===== config.mk =====
export PLATFORM = sky130hd
export DESIGN_NAME = sync_fifo_ctrl
export DESIGN_NICKNAME = d
export VERILOG_FILES = /design/src/rtl/sync_fifo_ctrl.sv
export SDC_FILE = /design/constraint.sdc
export NUM_CORES = 1
export LEC_CHECK = 0
export BUFFER_PORTS_ARGS = -buffer_cell sky130_fd_sc_hd__buf_4
export CELL_PAD_IN_SITES_DETAIL_PLACEMENT = 2
export CELL_PAD_IN_SITES_GLOBAL_PLACEMENT = 2
export CORE_MARGIN = 5
export CORE_UTILIZATION = 30
export CTS_CLUSTER_DIAMETER = 100
export DETAILED_ROUTE_END_ITERATION = 16
export PLACE_DENSITY_LB_ADDON = 0.1
export RECOVER_POWER = 50
export SLEW_MARGIN = 30
export SYNTH_ARGS = -nofsm -noshare
export SYNTH_HDL_FRONTEND = slang
export SYNTH_SLANG_ARGS = --single-unit

===== constraint.sdc =====
create_clock -name clk -period 6.95 [get_ports clk]
set_clock_uncertainty 0.1 [all_clocks]
set_input_delay 0.3475 -clock clk [delete_from_list [all_inputs] [get_ports clk]]
set_output_delay 0.3475 -clock clk [all_outputs]
set_load 0.02 [all_outputs]

===== src/rtl/sync_fifo_ctrl.sv =====
// sync_fifo_ctrl: single-clock FIFO with fill level, almost-full/almost-empty
// thresholds, registered or first-word-fall-through read, synchronous flush
// and sticky overflow/underflow flags.
module sync_fifo_ctrl #(
    parameter int unsigned DATA_SIZE = 8,
    parameter int unsigned ADDR_SIZE = 4,
    parameter int unsigned AF_LEVEL  = 14,
    parameter int unsigned AE_LEVEL  = 2,
    parameter int unsigned FWFT      = 0
) (
    input  logic                 clk,
    input  logic                 rst_n,
    input  logic [DATA_SIZE-1:0] wr_data,
    input  logic                 wr_inc,
    output logic                 wr_full,
    output logic                 wr_almost_full,
    input  logic                 rd_inc,
    output logic [DATA_SIZE-1:0] rd_data,
    output logic                 rd_empty,
    output logic                 rd_almost_empty,
    output logic [ADDR_SIZE:0]   level,
    input  logic                 flush,
    input  logic                 clr_err,
    output logic                 overflow,
    output logic                 underflow
);

    localparam int unsigned DEPTH = 1 << ADDR_SIZE;
    localparam logic [ADDR_SIZE:0] DEPTH_L = {1'b1, {ADDR_SIZE{1'b0}}};
    localparam logic [ADDR_SIZE:0] AF_L = AF_LEVEL[ADDR_SIZE:0];
    localparam logic [ADDR_SIZE:0] AE_L = AE_LEVEL[ADDR_SIZE:0];

    logic [DATA_SIZE-1:0] mem [DEPTH];
    logic [ADDR_SIZE:0]   wr_ptr;
    logic [ADDR_SIZE:0]   rd_ptr;
    logic [ADDR_SIZE-1:0] wr_addr;
    logic [ADDR_SIZE-1:0] rd_addr;
    logic                 wr_acc;
    logic                 rd_acc;
    logic                 wr_en;
    logic                 rd_en;

    // Level and status flags derived from the registered pointers
    always_comb begin
        wr_addr         = wr_ptr[ADDR_SIZE-1:0];
        rd_addr         = rd_ptr[ADDR_SIZE-1:0];
        level           = wr_ptr - rd_ptr;
        wr_full         = (level == DEPTH_L);
        rd_empty        = (level == '0);
        wr_almost_full  = (level >= AF_L);
        rd_almost_empty = (level <= AE_L);
        wr_acc          = wr_inc & ~wr_full;
        rd_acc          = rd_inc & ~rd_empty;
        // flush overrides any accepted transfer in the same cycle
        wr_en           = wr_acc & ~flush;
        rd_en           = rd_acc & ~flush;
    end

    // Pointer update: flush returns both pointers to zero
    always_ff @(posedge clk or negedge rst_n) begin
        if (!rst_n) begin
            wr_ptr <= '0;
            rd_ptr <= '0;
        end else if (flush) begin
            wr_ptr <= '0;
            rd_ptr <= '0;
        end else begin
            if (wr_en) wr_ptr <= wr_ptr + 1'b1;
            if (rd_en) rd_ptr <= rd_ptr + 1'b1;
        end
    end

    // Storage write; contents are not cleared by reset or flush
    always_ff @(posedge clk) begin
        if (wr_en) mem[wr_addr] <= wr_data;
    end

    // Sticky error flags; a new error in the clr_err cycle keeps the flag set
    always_ff @(posedge clk or negedge rst_n) begin
        if (!rst_n) begin
            overflow  <= 1'b0;
            underflow <= 1'b0;
        end else begin
            if (!flush && wr_inc && wr_full) overflow <= 1'b1;
            else if (clr_err)                overflow <= 1'b0;
            if (!flush && rd_inc && rd_empty) underflow <= 1'b1;
            else if (clr_err)                 underflow <= 1'b0;
        end
    end

    generate
        if (FWFT != 0) begin : g_fwft
            // Head word shown combinationally; meaningful only while not empty
            always_comb rd_data = mem[rd_addr];
        end else begin : g_reg
            // Registered read: word appears the cycle after the pop
            always_ff @(posedge clk or negedge rst_n) begin
                if (!rst_n)     rd_data <= '0;
                else if (rd_en) rd_data <= mem[rd_addr];
            end
        end
    endgenerate

endmodule


=== Word-level counts from Yosys, hierarchy flattened ===
Memories as Yosys holds them, arrays and structs flattened. A register that Yosys moved wholly into a read port is not among the register bits.
Index checks and enable logic that the tools add are counted.

* Memory bits (writable): 128
* Output and inout bits: 19
* Input port bits: 14
* Memories kept: 1
* Bits in registers: 12

* Muxes and demuxes: 9
* $lt $le $gt $ge: 2
* Bitwise logic cells: 7
* Reduce and logical (&&, ||, !) cells: 11
* Equal/unequal tests: 1
* Add/subtract/negate cells: 3

{| class="wikitable"
|+ Memory list
! name !! words !! width !! read ports !! clocked after Yosys merged registers in !! wr ports !! line !! text
|-
| mem || 16 || 8 || 1 || 1 || 1 || 33 || <nowiki>logic [DATA_SIZE-1:0] mem [DEPTH];</nowiki>
|}

{| class="wikitable"
|+ Operators by type and width
! kind !! number
|-
| 5-bit 2-to-1 mux || 4
|-
| 5-bit by 1-bit adder with 5-bit output, second input constant || 2
|-
| 2-bit nonzero test || 4
|-
| 5-bit == test, second input constant || 1
|-
| 5-bit by 4-bit >= comparator with 1-bit output, second input constant || 1
|-
| 5-bit by 2-bit <= comparator with 1-bit output, second input constant || 1
|-
| 5-bit zero test || 1
|-
| 1-bit 2-to-1 mux || 5
|-
| 5-bit subtractor || 1
|-
| 1-bit bitwise AND || 4
|-
| 1-bit logical AND || 4
|-
| 1-bit NOT || 3
|-
| 1-bit zero test || 2
|}

=== Longest topological paths before layout ===
Gate-level depths: netlist of run 1.

* Word-level depth: 7
* Depth in mapped cells: 9

=== Least setup slack after synthesis of run 1 ===
OpenSTA, ideal clock, no wires.

* Path kind: flip-flop to flip-flop
* Start point: register rd_ptr[2]
* End point: memory mem[0][0] (enable)
* Cell stages (with the launch flop): 9
* Arrival time: 3.139 ns
* Slack: 3.316 ns
* Setup time: 0.395 ns
* Period minus slack after synthesis: 3.634 ns
* Cell sequence: dfrtp_1 > clkbuf_1 > inv_1 > ha_1 > xnor2_1 > nor3b_1 > mux2i_4 > o21ai_2 > nor4_1

* Longest elaborated chain between the ends: 7

{| class="wikitable"
|+ RTL lines
! what !! line !! text
|-
| start: declaration || 35 || <nowiki>logic [ADDR_SIZE:0] rd_ptr;</nowiki>
|-
| start signal: assignment || 69 || <nowiki>if (rd_en) rd_ptr <= rd_ptr + 1'b1;</nowiki>
|-
| 5-bit subtractor || 47 || <nowiki>level = wr_ptr - rd_ptr;</nowiki>
|-
| net level[2] || 21 || <nowiki>output logic [ADDR_SIZE:0] level,</nowiki>
|-
| 5-bit == test || 48 || <nowiki>wr_full = (level == DEPTH_L);</nowiki>
|-
| 1-bit NOT || 52 || <nowiki>wr_acc = wr_inc & ~wr_full;</nowiki>
|-
| 1-bit bitwise AND || 52 ||
|-
| 1-bit bitwise AND || 55 || <nowiki>wr_en = wr_acc & ~flush;</nowiki>
|-
| 1-bit 2-to-1 mux || 75 || <nowiki>if (wr_en) mem[wr_addr] <= wr_data;</nowiki>
|-
| 1-bit 2-to-1 mux (not written as such) || 75 ||
|-
| end: declaration || 33 ||
|}

The timed path passes the listed nets, and every way through them passes these cells.

=== Worst setup path in the final report of run 1 ===
* Start point: register rd_ptr[2]
* End point: output port rd_almost_empty

* Longest elaborated chain between the ends: 2

{| class="wikitable"
|+ RTL lines
! what !! line !! text
|-
| 5-bit subtractor || 47 ||
|-
| 5-bit by 2-bit <= comparator with 1-bit output || 51 || <nowiki>rd_almost_empty = (level <= AE_L);</nowiki>
|-
| end: declaration || 20 || <nowiki>output logic rd_almost_empty,</nowiki>
|}

No other way between the ends.

==> tab_implementation.tex, run 1 <==
\begin{tabular}{lr}
\hline
Metric & Value \\
\hline
\multicolumn{2}{l}{\textbf{Placed design}} \\
\quad Total of buffers placed on input and output ports & 32 \\
\quad Pre-CTS setup slack & 2.81 ns \\
\quad Placer's final routability congestion estimate & 0.736 \\
\quad Cell area after placement & 6670 sq um \\
\quad Detail Placement HPWL & 11800 um \\
\multicolumn{2}{l}{\textbf{Synthesis}} \\
\quad Synthesized-area fraction occupied by and/or/nand/nor cells & 5.06\% \\
\quad Top area cells in the synthesized netlist & edfxtp\_1 (63\%), mux4\_2 (12\%), dfrtp\_1 (8.2\%) \\
\quad Number of register bits inferred by synthesis & 148 \\
\quad Number of warnings reported in the yosys synthesis log & 0 \\
\quad Post-synth top cells & edfxtp\_1 (128), mux4\_2 (32), nor2\_1 (23) \\
\quad Syn nets & 361 \\
\quad Main combinational cell family by area after synthesis & multiplexers \\
\quad Area share of the leading cell type in the synthesized netlist & 62.9\% \\
\quad Most common cell in the netlist & edfxtp\_1 \\
\quad Main synth FF type & edfxtp\_1 \\
\quad Sequential area share after synthesis & 71.1\% \\
\quad Arithmetic-cell share of the synthesized area counting full adders, half adders and majority gates & 2.17\% \\
\quad Cell taking the most area after synthesis & edfxtp\_1 \\
\quad Fraction of synthesized cell area in xor and xnor cells & 0.696\% \\
\quad Share of cell area taken by muxes after synthesis & 15.3\% \\
\quad Area fraction in compound gates after synthesis & 4.15\% \\
\quad Count of mapped cells out of synthesis & 337 \\
\quad Fraction of registers with async set/reset & 13.5\% \\
\quad Cell Area, Synth & 6110 sq um \\
\quad Per-instance average area after synthesis & 18.1 sq um \\
\quad Number of flops mapped to enable cells by yosys & 128 \\
\quad Count of unique library cells instantiated by Yosys & 37 \\
\multicolumn{2}{l}{\textbf{Pwr}} \\
\quad Worst-case vdd ir drop & 152 uV \\
\quad Power per cell area & 394 nW/um\^{}2 \\
\quad Leakage power summed over all cells & 2.35 nW \\
\multicolumn{2}{l}{\textbf{GRT}} \\
\quad Pin count of the biggest net entering global routing & 37 \\
\quad First-pass GRT wire length & 25500 um \\
\quad Number of global-route vias before repair & 3717 \\
\quad Initial antenna violation count & 0 \\
\quad Global-route total usage across every layer & 15.2\% \\
\quad Overall overflow remaining after global route & 0 \\
\multicolumn{2}{l}{\textbf{Floorplan}} \\
\quad Number of top-level pins & 33 \\
\quad Standard-cell row count & 52 \\
\quad Chip width & 153 um \\
\quad Initial Util & 30.3\% \\
\quad Die boundary height & 153 um \\
\quad Die Outline Area & 23300 sq um \\
\quad Standard cell core area & 20200 sq um \\
\multicolumn{2}{l}{\textbf{Critical path}} \\
\quad Endpoint arrival time on the critical path & 3.49 ns \\
\quad Critical Path, Cell by Cell & inv\_1 > ha\_1 > nand2b\_1 > a21oi\_1 > xor2\_2 > inv\_2 > a2111oi\_0 > buf\_4 \\
\quad CP startpoint kind & register \\
\quad Reg2reg setup slack & 3.03 ns \\
\quad Delay of the slowest critical-path stage & 0.93 ns \\
\quad Cell with the largest stage delay on the worst path & dfrtp\_1 \\
\quad Data required time at the worst endpoint & 6.50 ns \\
\quad Sum of buffers and inverters on the critical path & 3 \\
\quad Family of cells with the greatest summed delay on the critical path & flip-flops \\
\quad Largest fanout of any net on the critical path & 20 \\
\quad Kind of end point of the critical path & primary output \\
\quad Crit Path Class & register to primary output \\
\multicolumn{2}{l}{\textbf{Cells and area}} \\
\quad Number of nets in the layout & 401 \\
\quad Layout cells sized above 1 & 29.3\% \\
\quad Area overhead of the layout relative to synthesis & 19.1\% \\
\quad Diodes inserted & 0 \\
\quad Utilization after layout & 36.1\% \\
\quad Fin area & 7280 sq um \\
\multicolumn{2}{l}{\textbf{Drt}} \\
\quad WL per Instance & 25.7 um \\
\quad DRT iter0 DRCs & 209 \\
\quad Antenna-violating nets left & 0 \\
\quad Number of iterations in the first detailed-routing pass & 4 \\
\quad Total detailed-routing wirelength & 16900 um \\
\quad Total via count after detailed routing & 3233 \\
\quad Via density per instance & 4.91 \\
\quad Post-detailed-route DRC marker count & 0 \\
\multicolumn{2}{l}{\textbf{Timing}} \\
\quad Setup TNS & 0 ns \\
\quad Final Cycle Share & 56.6\% \\
\quad Final-report setup violation count & 0 \\
\quad Number of pins with negative max-slew slack in the final report & 0 \\
\quad Final worst slack & 3.01 ns \\
\quad Transition time at the pin with the least slew margin & 1.26 ns \\
\quad Maximum frequency from static timing analysis & 254 MHz \\
\quad Clock period minus final worst setup slack & 3.94 ns \\
\quad Tightest slew margin relative to the limit & 16.1\% \\
\quad RSZ-0062 raised after global routing & no \\
\quad Hold Violations, Final & 0 \\
\multicolumn{2}{l}{\textbf{Run}} \\
\quad Count of max-cap constraint violations & 0 \\
\multicolumn{2}{l}{\textbf{Outcome}} \\
\quad Result of the run & complete, no violations \\
\multicolumn{2}{l}{\textbf{Clocking}} \\
\quad Number of instances resized during post-cts repair & 0 \\
\quad Number of buffers added by the clock tree synthesis step & 17 \\
\quad CTS tree & done \\
\quad Clock sinks & 148 \\
\quad Level count of the clock H-tree & 4 \\
\quad Register clock-pin slew on the reported worst setup and hold paths & 0.06 ns \\
\quad Number of post-CTS setup repair buffers & 0 \\
\quad Post-CTS Hold Fix Bufs & 1 \\
\quad Clock buffer depth & 2 \\
\quad Clk Tree Root Cell & clkbuf\_16 \\
\quad Insertion delay of the later-clocked pin in the worst-skew pair & 0.42 ns \\
\multicolumn{2}{l}{\textbf{Worst hold path}} \\
\quad Class of the tightest hold or removal check & input port to register \\
\hline
\end{tabular}
==> state kept, by name, summed over array words and instances (netlist names) <==
register / count
underflow: 1
rd_data: 8
overflow: 1
wr_ptr: 5
mem: 128
rd_ptr: 5
==> cell usage in the layout (no fill, tap or decap), types with 2 or more instances in the layout <==
master and count:
edfxtp_1 128, inv_1 9, clkinv_1 3, nor4_4 2, nor2b_1 6, mux2_2 17, nand2b_1 3, buf_4 15
xor2_1 2, clkbuf_16 17, a21boi_0 2, nor4_2 2, inv_6 2, nand4_1 2, dfrtp_1 19, o31ai_1 2
o21ai_4 2, clkinv_4 3, nor3_2 12, mux4_2 32, a21oi_1 6, nor2_1 23, a211oi_1 2, clkbuf_1 19
o2111ai_1 2, ha_1 9, nand2_1 13, o22ai_1 16, bufinv_16 3
==> cells by family (layout without fill, tap and decap cells) <==
logic type | after synthesis | after routing
buffers and inverters | 23 | 75
AOI/OAI and AO/OA | 36 | 36
and+or+nand+nor | 66 | 66
muxes | 50 | 50
adders and majority gates | 10 | 10
xor gates and xnor gates | 4 | 4
DFF | 148 | 148
==> path summary, 6_finish.rpt <==
| kind | depth (start not counted) | endpoint | start |
|---|---|---|---|
| max | 8 | rd_almost_empty | rd_ptr[2] |
| max in group asynchronous | 2 | rd_ptr[0] | rst_n |
| min | 3 | overflow | clr_err |
| min reg2reg | 1 | overflow | overflow |
| max reg2reg | 7 | mem[1][6] | rd_ptr[2] |
| min in group asynchronous | 2 | wr_ptr[4] | rst_n |
==> worst min-delay path: stages <==
cell	delay, ns
buf_4	0.11
inv_1	0.06
a32o_1	0.12
==> through the flow <==
step	instances	hold slack [ns]	total power [mW]
4_1_cts	659	0.141	2.93
6_report	659	0.153	2.87
3_3_place_gp	627	0.162	1.99
3_5_place_dp	627	0.165	2.00
5_1_grt	659	0.151	3.02
2_1_floorplan	337	-0.0481	1.67
==> routing by layer <==
layer / up-vias / track usage [%] / wire [um]
li1: 1436 / - / -
met1: 1703 / 20.6 / 7650
met2: 82 / 24.6 / 8340
met3: 12 / 3.83 / 739
met4: 0 / 4.07 / 174
met5: - / 0 / 0
==> report_power, final <==
group	internal, mW	switching, mW
Sequential	1.02	0.0470
Clock	0.561	0.359
Combinational	0.358	0.519
Total	1.94	0.926
==> cell type report <==
cell class	instances	area, sq um
clock buffer	18	429
clock inverter	13	158
fill	2004	12900
inverter	10	37.5
multi-input combinational	166	1780
sequential	148	4350
tap	270	338
timing repair buffer	34	190
Note: power is estimated with default switching activity, not from simulation.
==> inputs of run 2 (changes only) <==
==> constraint.sdc (replaced) <==
create_clock -name clk -period 3.8 [get_ports clk]
set_clock_uncertainty 0.1 [all_clocks]
set_input_delay 0.19 -clock clk [delete_from_list [all_inputs] [get_ports clk]]
set_output_delay 0.19 -clock clk [all_outputs]
set_load 0.02 [all_outputs]
==> run 2 against run 1 <==
Against the previous run:
- worst setup slack worse by 2.7 ns
- critical path depth up 1
- combinational power is 92% higher
==> tab_implementation.tex, run 2 (synthesis gave the netlist of run 1 again) <==
\begin{tabular}{lr}
\hline
Metric & Value \\
\hline
\multicolumn{2}{l}{\textbf{Outcome}} \\
\quad Result of the run & complete, no violations \\
\multicolumn{2}{l}{\textbf{Cells and area}} \\
\quad Register with the most flip-flops & mem \\
\quad Filler cell count in the final layout & 1992 \\
\quad Fin area & 7400 sq um \\
\quad Layout cells sized above 1 & 31.2\% \\
\quad Most used cells in the layout excluding fill and tap cells & edfxtp\_1 (128), buf\_4 (37), mux4\_2 (32) \\
\quad Area overhead of the layout relative to synthesis & 21.1\% \\
\quad Multi-input gate area in the final layout & 1700 sq um \\
\quad FF/Latch Area & 4350 sq um \\
\quad Max reg flops & 128 \\
\quad Largest registers & mem (128), rd\_data (8) \\
\quad Diodes inserted & 0 \\
\quad Number of nets in the layout & 424 \\
\quad Most common cell after layout, fill and taps aside & edfxtp\_1 \\
\multicolumn{2}{l}{\textbf{Timing}} \\
\quad Number of pins with negative max-slew slack in the final report & 0 \\
\quad RSZ-0062 raised after global routing & no \\
\quad Setup TNS & 0 ns \\
\quad Hold Violations, Final & 0 \\
\quad Maximum frequency from static timing analysis & 287 MHz \\
\quad Tightest slew margin relative to the limit & 18.5\% \\
\quad Transition time at the pin with the least slew margin & 1.22 ns \\
\quad Final Cycle Share & 91.6\% \\
\quad Clock period minus final worst setup slack & 3.48 ns \\
\quad Final-report setup violation count & 0 \\
\multicolumn{2}{l}{\textbf{Drt}} \\
\quad Total detailed-routing wirelength & 16600 um \\
\quad Total via count after detailed routing & 3351 \\
\quad Number of iterations in the first detailed-routing pass & 4 \\
\quad WL per Instance & 24.3 um \\
\quad Antenna-violating nets left & 0 \\
\quad Via density per instance & 4.91 \\
\quad DRT iter0 DRCs & 262 \\
\quad Post-detailed-route DRC marker count & 0 \\
\multicolumn{2}{l}{\textbf{Critical path}} \\
\quad Kind of end point of the critical path & primary output \\
\quad Critical Path, Cell by Cell & inv\_1 > ha\_1 > fa\_1 > nand2b\_1 > a21oi\_1 > xor2\_2 > inv\_2 > a2111oi\_1 > buf\_4 \\
\quad Endpoint arrival time on the critical path & 3.19 ns \\
\quad Largest fanout of any net on the critical path & 10 \\
\quad Cell with the largest stage delay on the worst path & dfrtp\_1 \\
\quad Family of cells with the greatest summed delay on the critical path & compound AO/OA/AOI/OAI gates \\
\quad Delay of the slowest critical-path stage & 0.41 ns \\
\quad Data required time at the worst endpoint & 3.51 ns \\
\quad CP startpoint kind & register \\
\quad Crit Path Class & register to primary output \\
\quad Sum of buffers and inverters on the critical path & 3 \\
\multicolumn{2}{l}{\textbf{Floorplan}} \\
\quad Chip width & 153 um \\
\quad Die boundary height & 153 um \\
\quad Initial Util & 30.3\% \\
\quad Standard cell core area & 20200 sq um \\
\quad Die Outline Area & 23300 sq um \\
\quad Standard-cell row count & 52 \\
\quad Number of top-level pins & 33 \\
\multicolumn{2}{l}{\textbf{Clocking}} \\
\quad Register clock-pin slew on the reported worst setup and hold paths & 0.06 ns \\
\quad Clk Tree Root Cell & clkbuf\_16 \\
\quad Clock sinks & 148 \\
\quad Insertion delay of the later-clocked pin in the worst-skew pair & 0.42 ns \\
\quad Number of buffers added by the clock tree synthesis step & 17 \\
\quad Clock buffer depth & 2 \\
\quad Level count of the clock H-tree & 4 \\
\quad CTS tree & done \\
\multicolumn{2}{l}{\textbf{Pwr}} \\
\quad Total chip power & 5.37 mW \\
\quad Worst-case vdd ir drop & 309 uV \\
\quad Power per cell area & 725 nW/um\^{}2 \\
\quad Leakage power summed over all cells & 2.47 nW \\
\multicolumn{2}{l}{\textbf{Placed design}} \\
\quad Total of buffers placed on input and output ports & 32 \\
\quad Detail Placement HPWL & 11200 um \\
\quad Placer's final routability congestion estimate & 0.756 \\
\quad Cell area after placement & 6820 sq um \\
\multicolumn{2}{l}{\textbf{GRT}} \\
\quad Number of global-route vias before repair & 3716 \\
\quad Global-route total usage across every layer & 14.8\% \\
\quad Overall overflow remaining after global route & 0 \\
\quad Pin count of the biggest net entering global routing & 37 \\
\quad Initial antenna violation count & 0 \\
\quad First-pass GRT wire length & 25100 um \\
\multicolumn{2}{l}{\textbf{Worst hold path}} \\
\quad Class of the tightest hold or removal check & input port to register \\
\multicolumn{2}{l}{\textbf{Run}} \\
\quad Count of max-cap constraint violations & 0 \\
\hline
\end{tabular}
run 2: through the flow:
stage / hold WS, ns / setup slack [ns] / util (%) / std cells
4_1_cts: 0.00114 / 0.111 / 37.0 / 681
3_5_place_dp: 0.00617 / 0.356 / 33.8 / 647
5_1_grt: 0.0110 / 0.0419 / 36.7 / 683
6_report: 0.0220 / 0.318 / 36.7 / 683
3_3_place_gp: 0.00682 / 0.480 / 33.8 / 647
2_1_floorplan: -0.206 / 0.166 / - / 337
run 2: path summary, 6_finish.rpt:
check | startpoint | end | slack (ns) | cells past startpoint
max | wr_ptr[0] | rd_almost_empty | 0.32 | 9
min | clr_err | underflow | 0.02 | 3
max reg2reg | wr_ptr[0] | mem[6][6] | 0.35 | 9
min reg2reg | overflow | overflow | 0.41 | 1
max in group asynchronous | rst_n | rd_ptr[0] | 2.34 | 2
min in group asynchronous | rst_n | wr_ptr[1] | 0.45 | 2
run 2: timing repair:
action / CTS / global route
endpoints found under the hold margin: 21 / 0
buffers inserted: 0 / 2
setup endpoints to repair: 0 / 1
hold buffers: 2 / 0
gates resized for setup: 0 / 1
run 2: tightest hold or removal path, stage by stage:
cell    delay (ns)
buf_4         0.11
inv_1         0.07
a22o_1        0.13
run 2: cell type report:
cell class	count	area share, %
clock buffers	17	5.75
clock inverters	15	2.62
inverters	10	0.507
multi-input cells	166	22.9
flip-flops and latches	148	58.7
well taps	270	4.56
repair buffers	57	4.93
run 2: metal layers:
layer  track usage, %  vias to the layer above  part of all wire [%]
met5                0                        -                     0
met4             4.84                        0                   1.8
met3             3.72                       14                   2.8
met2             24.2                       55                    49
met1             19.4                     1803                    46
li1                 -                     1479                     -
run 2: power breakdown:
part	internal, mW	leakage, nW	switching (mW)	total, mW
Sequential	1.87	1.41	0.0552	1.92
Clock	1.05	0.294	0.719	1.77
Combinational	0.684	0.771	0.994	1.68
==> inputs of run 3 (changes only) <==
--- a/config.mk
+++ b/config.mk
@@ -9,7 +9,7 @@
 export CELL_PAD_IN_SITES_DETAIL_PLACEMENT = 2
 export CELL_PAD_IN_SITES_GLOBAL_PLACEMENT = 2
 export CORE_MARGIN = 5
-export CORE_UTILIZATION = 30
+export CORE_UTILIZATION = 46
 export CTS_CLUSTER_DIAMETER = 100
 export DETAILED_ROUTE_END_ITERATION = 16
 export PLACE_DENSITY_LB_ADDON = 0.1
==> constraint.sdc (replaced) <==
create_clock -name clk -period 3.8 [get_ports clk]
set_clock_uncertainty 0.1 [all_clocks]
set_input_delay 1.14 -clock clk [delete_from_list [all_inputs] [get_ports clk]]
set_output_delay 1.14 -clock clk [all_outputs]
set_load 0.02 [all_outputs]
==> run 3 against run 2 <==
Against the previous run:
- worst hold slack better by 0.39 ns
- global-route usage grew 7.5 points
- wire length grew 1.4%
- fmax shrank 6.0%
==> tab_implementation.tex, run 3 (synthesis gave the netlist of run 1 again) <==
\begin{tabular}{lr}
\hline
Metric & Value \\
\hline
\multicolumn{2}{l}{\textbf{Floorplan}} \\
\quad Standard-cell row count & 42 \\
\quad Chip width & 125 um \\
\quad Die boundary height & 125 um \\
\quad Standard cell core area & 13100 sq um \\
\quad Number of top-level pins & 33 \\
\quad Die Outline Area & 15700 sq um \\
\quad Initial Util & 46.5\% \\
\multicolumn{2}{l}{\textbf{Timing}} \\
\quad Maximum frequency from static timing analysis & 270 MHz \\
\quad Final-report setup violation count & 0 \\
\quad Transition time at the pin with the least slew margin & 1.21 ns \\
\quad Tightest slew margin relative to the limit & 19.2\% \\
\quad Final Cycle Share & 97.5\% \\
\quad Hold Violations, Final & 0 \\
\quad Clock period minus final worst setup slack & 3.71 ns \\
\quad Setup TNS & 0 ns \\
\quad Number of pins with negative max-slew slack in the final report & 0 \\
\multicolumn{2}{l}{\textbf{Clocking}} \\
\quad Post-CTS Hold Fix Bufs & 0 \\
\quad Clk Tree Root Cell & clkbuf\_16 \\
\quad Clock sinks & 148 \\
\quad Number of buffers added by the clock tree synthesis step & 17 \\
\quad Register clock-pin slew on the reported worst setup and hold paths & 0.06 ns \\
\quad Clock buffer depth & 2 \\
\quad CTS tree & done \\
\quad Level count of the clock H-tree & 4 \\
\quad Insertion delay of the later-clocked pin in the worst-skew pair & 0.42 ns \\
\multicolumn{2}{l}{\textbf{Cells and area}} \\
\quad Number of nets in the layout & 427 \\
\quad Most common cell after layout, fill and taps aside & edfxtp\_1 \\
\quad Most used cells in the layout excluding fill and tap cells & edfxtp\_1 (128), buf\_4 (41), mux4\_2 (32) \\
\quad Largest registers & mem (128), rd\_data (8) \\
\quad Register with the most flip-flops & mem \\
\quad Area overhead of the layout relative to synthesis & 20.3\% \\
\quad Max reg flops & 128 \\
\quad Layout cells sized above 1 & 34.4\% \\
\quad Fin area & 7350 sq um \\
\quad Final std cells w/o fill & 592 \\
\quad Utilization after layout & 56.0\% \\
\quad Diodes inserted & 0 \\
\multicolumn{2}{l}{\textbf{Outcome}} \\
\quad Result of the run & complete, no violations \\
\multicolumn{2}{l}{\textbf{Placed design}} \\
\quad Cell area after placement & 6720 sq um \\
\quad Total of buffers placed on input and output ports & 32 \\
\quad Placer's final routability congestion estimate & 0.809 \\
\quad Detail Placement HPWL & 11300 um \\
\quad Instance count after placement with tap cells included & 555 \\
\multicolumn{2}{l}{\textbf{Critical path}} \\
\quad Endpoint arrival time on the critical path & 2.47 ns \\
\quad Crit Path Class & register to primary output \\
\quad Critical Path, Cell by Cell & inv\_2 > ha\_4 > fa\_2 > nand2\_1 > nor3b\_2 > mux2i\_4 > nor2\_2 > buf\_4 \\
\quad CP startpoint kind & register \\
\quad Delay of the slowest critical-path stage & 0.55 ns \\
\quad Cell with the largest stage delay on the worst path & fa\_2 \\
\quad Kind of end point of the critical path & primary output \\
\quad Family of cells with the greatest summed delay on the critical path & adder cells \\
\quad Data required time at the worst endpoint & 2.56 ns \\
\quad Sum of buffers and inverters on the critical path & 2 \\
\quad Largest fanout of any net on the critical path & 6 \\
\multicolumn{2}{l}{\textbf{GRT}} \\
\quad Overall overflow remaining after global route & 0 \\
\quad Pin count of the biggest net entering global routing & 37 \\
\quad Number of global-route vias before repair & 3940 \\
\quad Initial antenna violation count & 0 \\
\quad Global-route total usage across every layer & 22.3\% \\
\quad First-pass GRT wire length & 25300 um \\
\multicolumn{2}{l}{\textbf{Drt}} \\
\quad Total via count after detailed routing & 3431 \\
\quad Number of iterations in the first detailed-routing pass & 4 \\
\quad Post-detailed-route DRC marker count & 0 \\
\quad DRT iter0 DRCs & 251 \\
\quad Total detailed-routing wirelength & 16800 um \\
\quad Antenna-violating nets left & 0 \\
\quad WL per Instance & 28.4 um \\
\quad Via density per instance & 5.80 \\
\multicolumn{2}{l}{\textbf{Pwr}} \\
\quad Leakage power summed over all cells & 2.48 nW \\
\quad Power per cell area & 743 nW/um\^{}2 \\
\quad Worst-case vdd ir drop & 438 uV \\
\multicolumn{2}{l}{\textbf{Worst hold path}} \\
\quad Class of the tightest hold or removal check & register to register \\
\multicolumn{2}{l}{\textbf{Run}} \\
\quad Count of max-cap constraint violations & 0 \\
\hline
\end{tabular}
[run 3: layout make-up]
cell class | instances | area [sq um]
fill | 1130 | 5780
sequential | 148 | 4350
tap | 176 | 220
inverter | 10 | 40.0
clock inverter | 13 | 150
timing repair buffer | 60 | 395
clock buffer | 19 | 433
multi-input combinational | 166 | 1770
[run 3: stage by stage]
| stage | power [mW] | setup WS [ns] | hold slack, ns |
|---|---|---|---|
| 2_1_floorplan | 3.08 | 0.0514 | 0.508 |
| 3_3_place_gp | 3.62 | 0.276 | 0.380 |
| 3_5_place_dp | 3.70 | 0.133 | 0.399 |
| 4_1_cts | 5.49 | 0.0114 | 0.418 |
| 5_1_grt | 5.72 | -0.0284 | 0.438 |
| 6_report | 5.46 | 0.0935 | 0.411 |
[run 3: final timing paths]
| path | start | endpoint | slack, ns | cells past startpoint |
|---|---|---|---|---|
| max | wr_ptr[0] | wr_full | 0.09 | 8 |
| min reg2reg | overflow | overflow | 0.41 | 1 |
| max in group asynchronous | rst_n | wr_ptr[1] | 1.94 | 1 |
| max reg2reg | wr_ptr[0] | mem[4][1] | 0.60 | 10 |
| min | overflow | overflow | 0.41 | 1 |
| min in group asynchronous | rst_n | rd_ptr[4] | 0.84 | 1 |
[run 3: routing by layer]
| layer | global-route usage (%) | routed length [um] | vias to the layer above |
|---|---|---|---|
| li1 | - | - | 1483 |
| met1 | 28.2 | 7010 | 1815 |
| met2 | 36.8 | 8480 | 101 |
| met3 | 5.71 | 711 | 32 |
| met4 | 9.57 | 608 | 0 |
| met5 | 0 | 0 | - |
[run 3: what timing repair did]
action	in CTS	in global routing
endpoints found under the hold margin	0	0
endpoints found under the setup margin	5	4
resized for setup	10	8
pin swaps	1	3
setup buffers	4	2
[run 3: worst reg2reg max path: cells and delay by family, from the launching register on]
| kind | cells | cell delay [ns] |
|---|---|---|
| AND/OR/NAND/NOR | 2 | 0.42 |
| buffers and inverters | 3 | 0.58 |
| adder cells (fa/ha/maj) | 2 | 0.57 |
| flip-flops | 1 | 0.36 |
| XOR/XNOR | 1 | 0.33 |
| AO/OA/AOI/OAI | 1 | 0.22 |
| multiplexers | 1 | 0.32 |
[run 3: report_power, final]
part | switching (mW) | leakage (nW) | internal [mW]
logic | 1.08 | 0.803 | 0.807
registers | 0.0585 | 1.41 | 1.87
clock network | 0.679 | 0.274 | 0.976
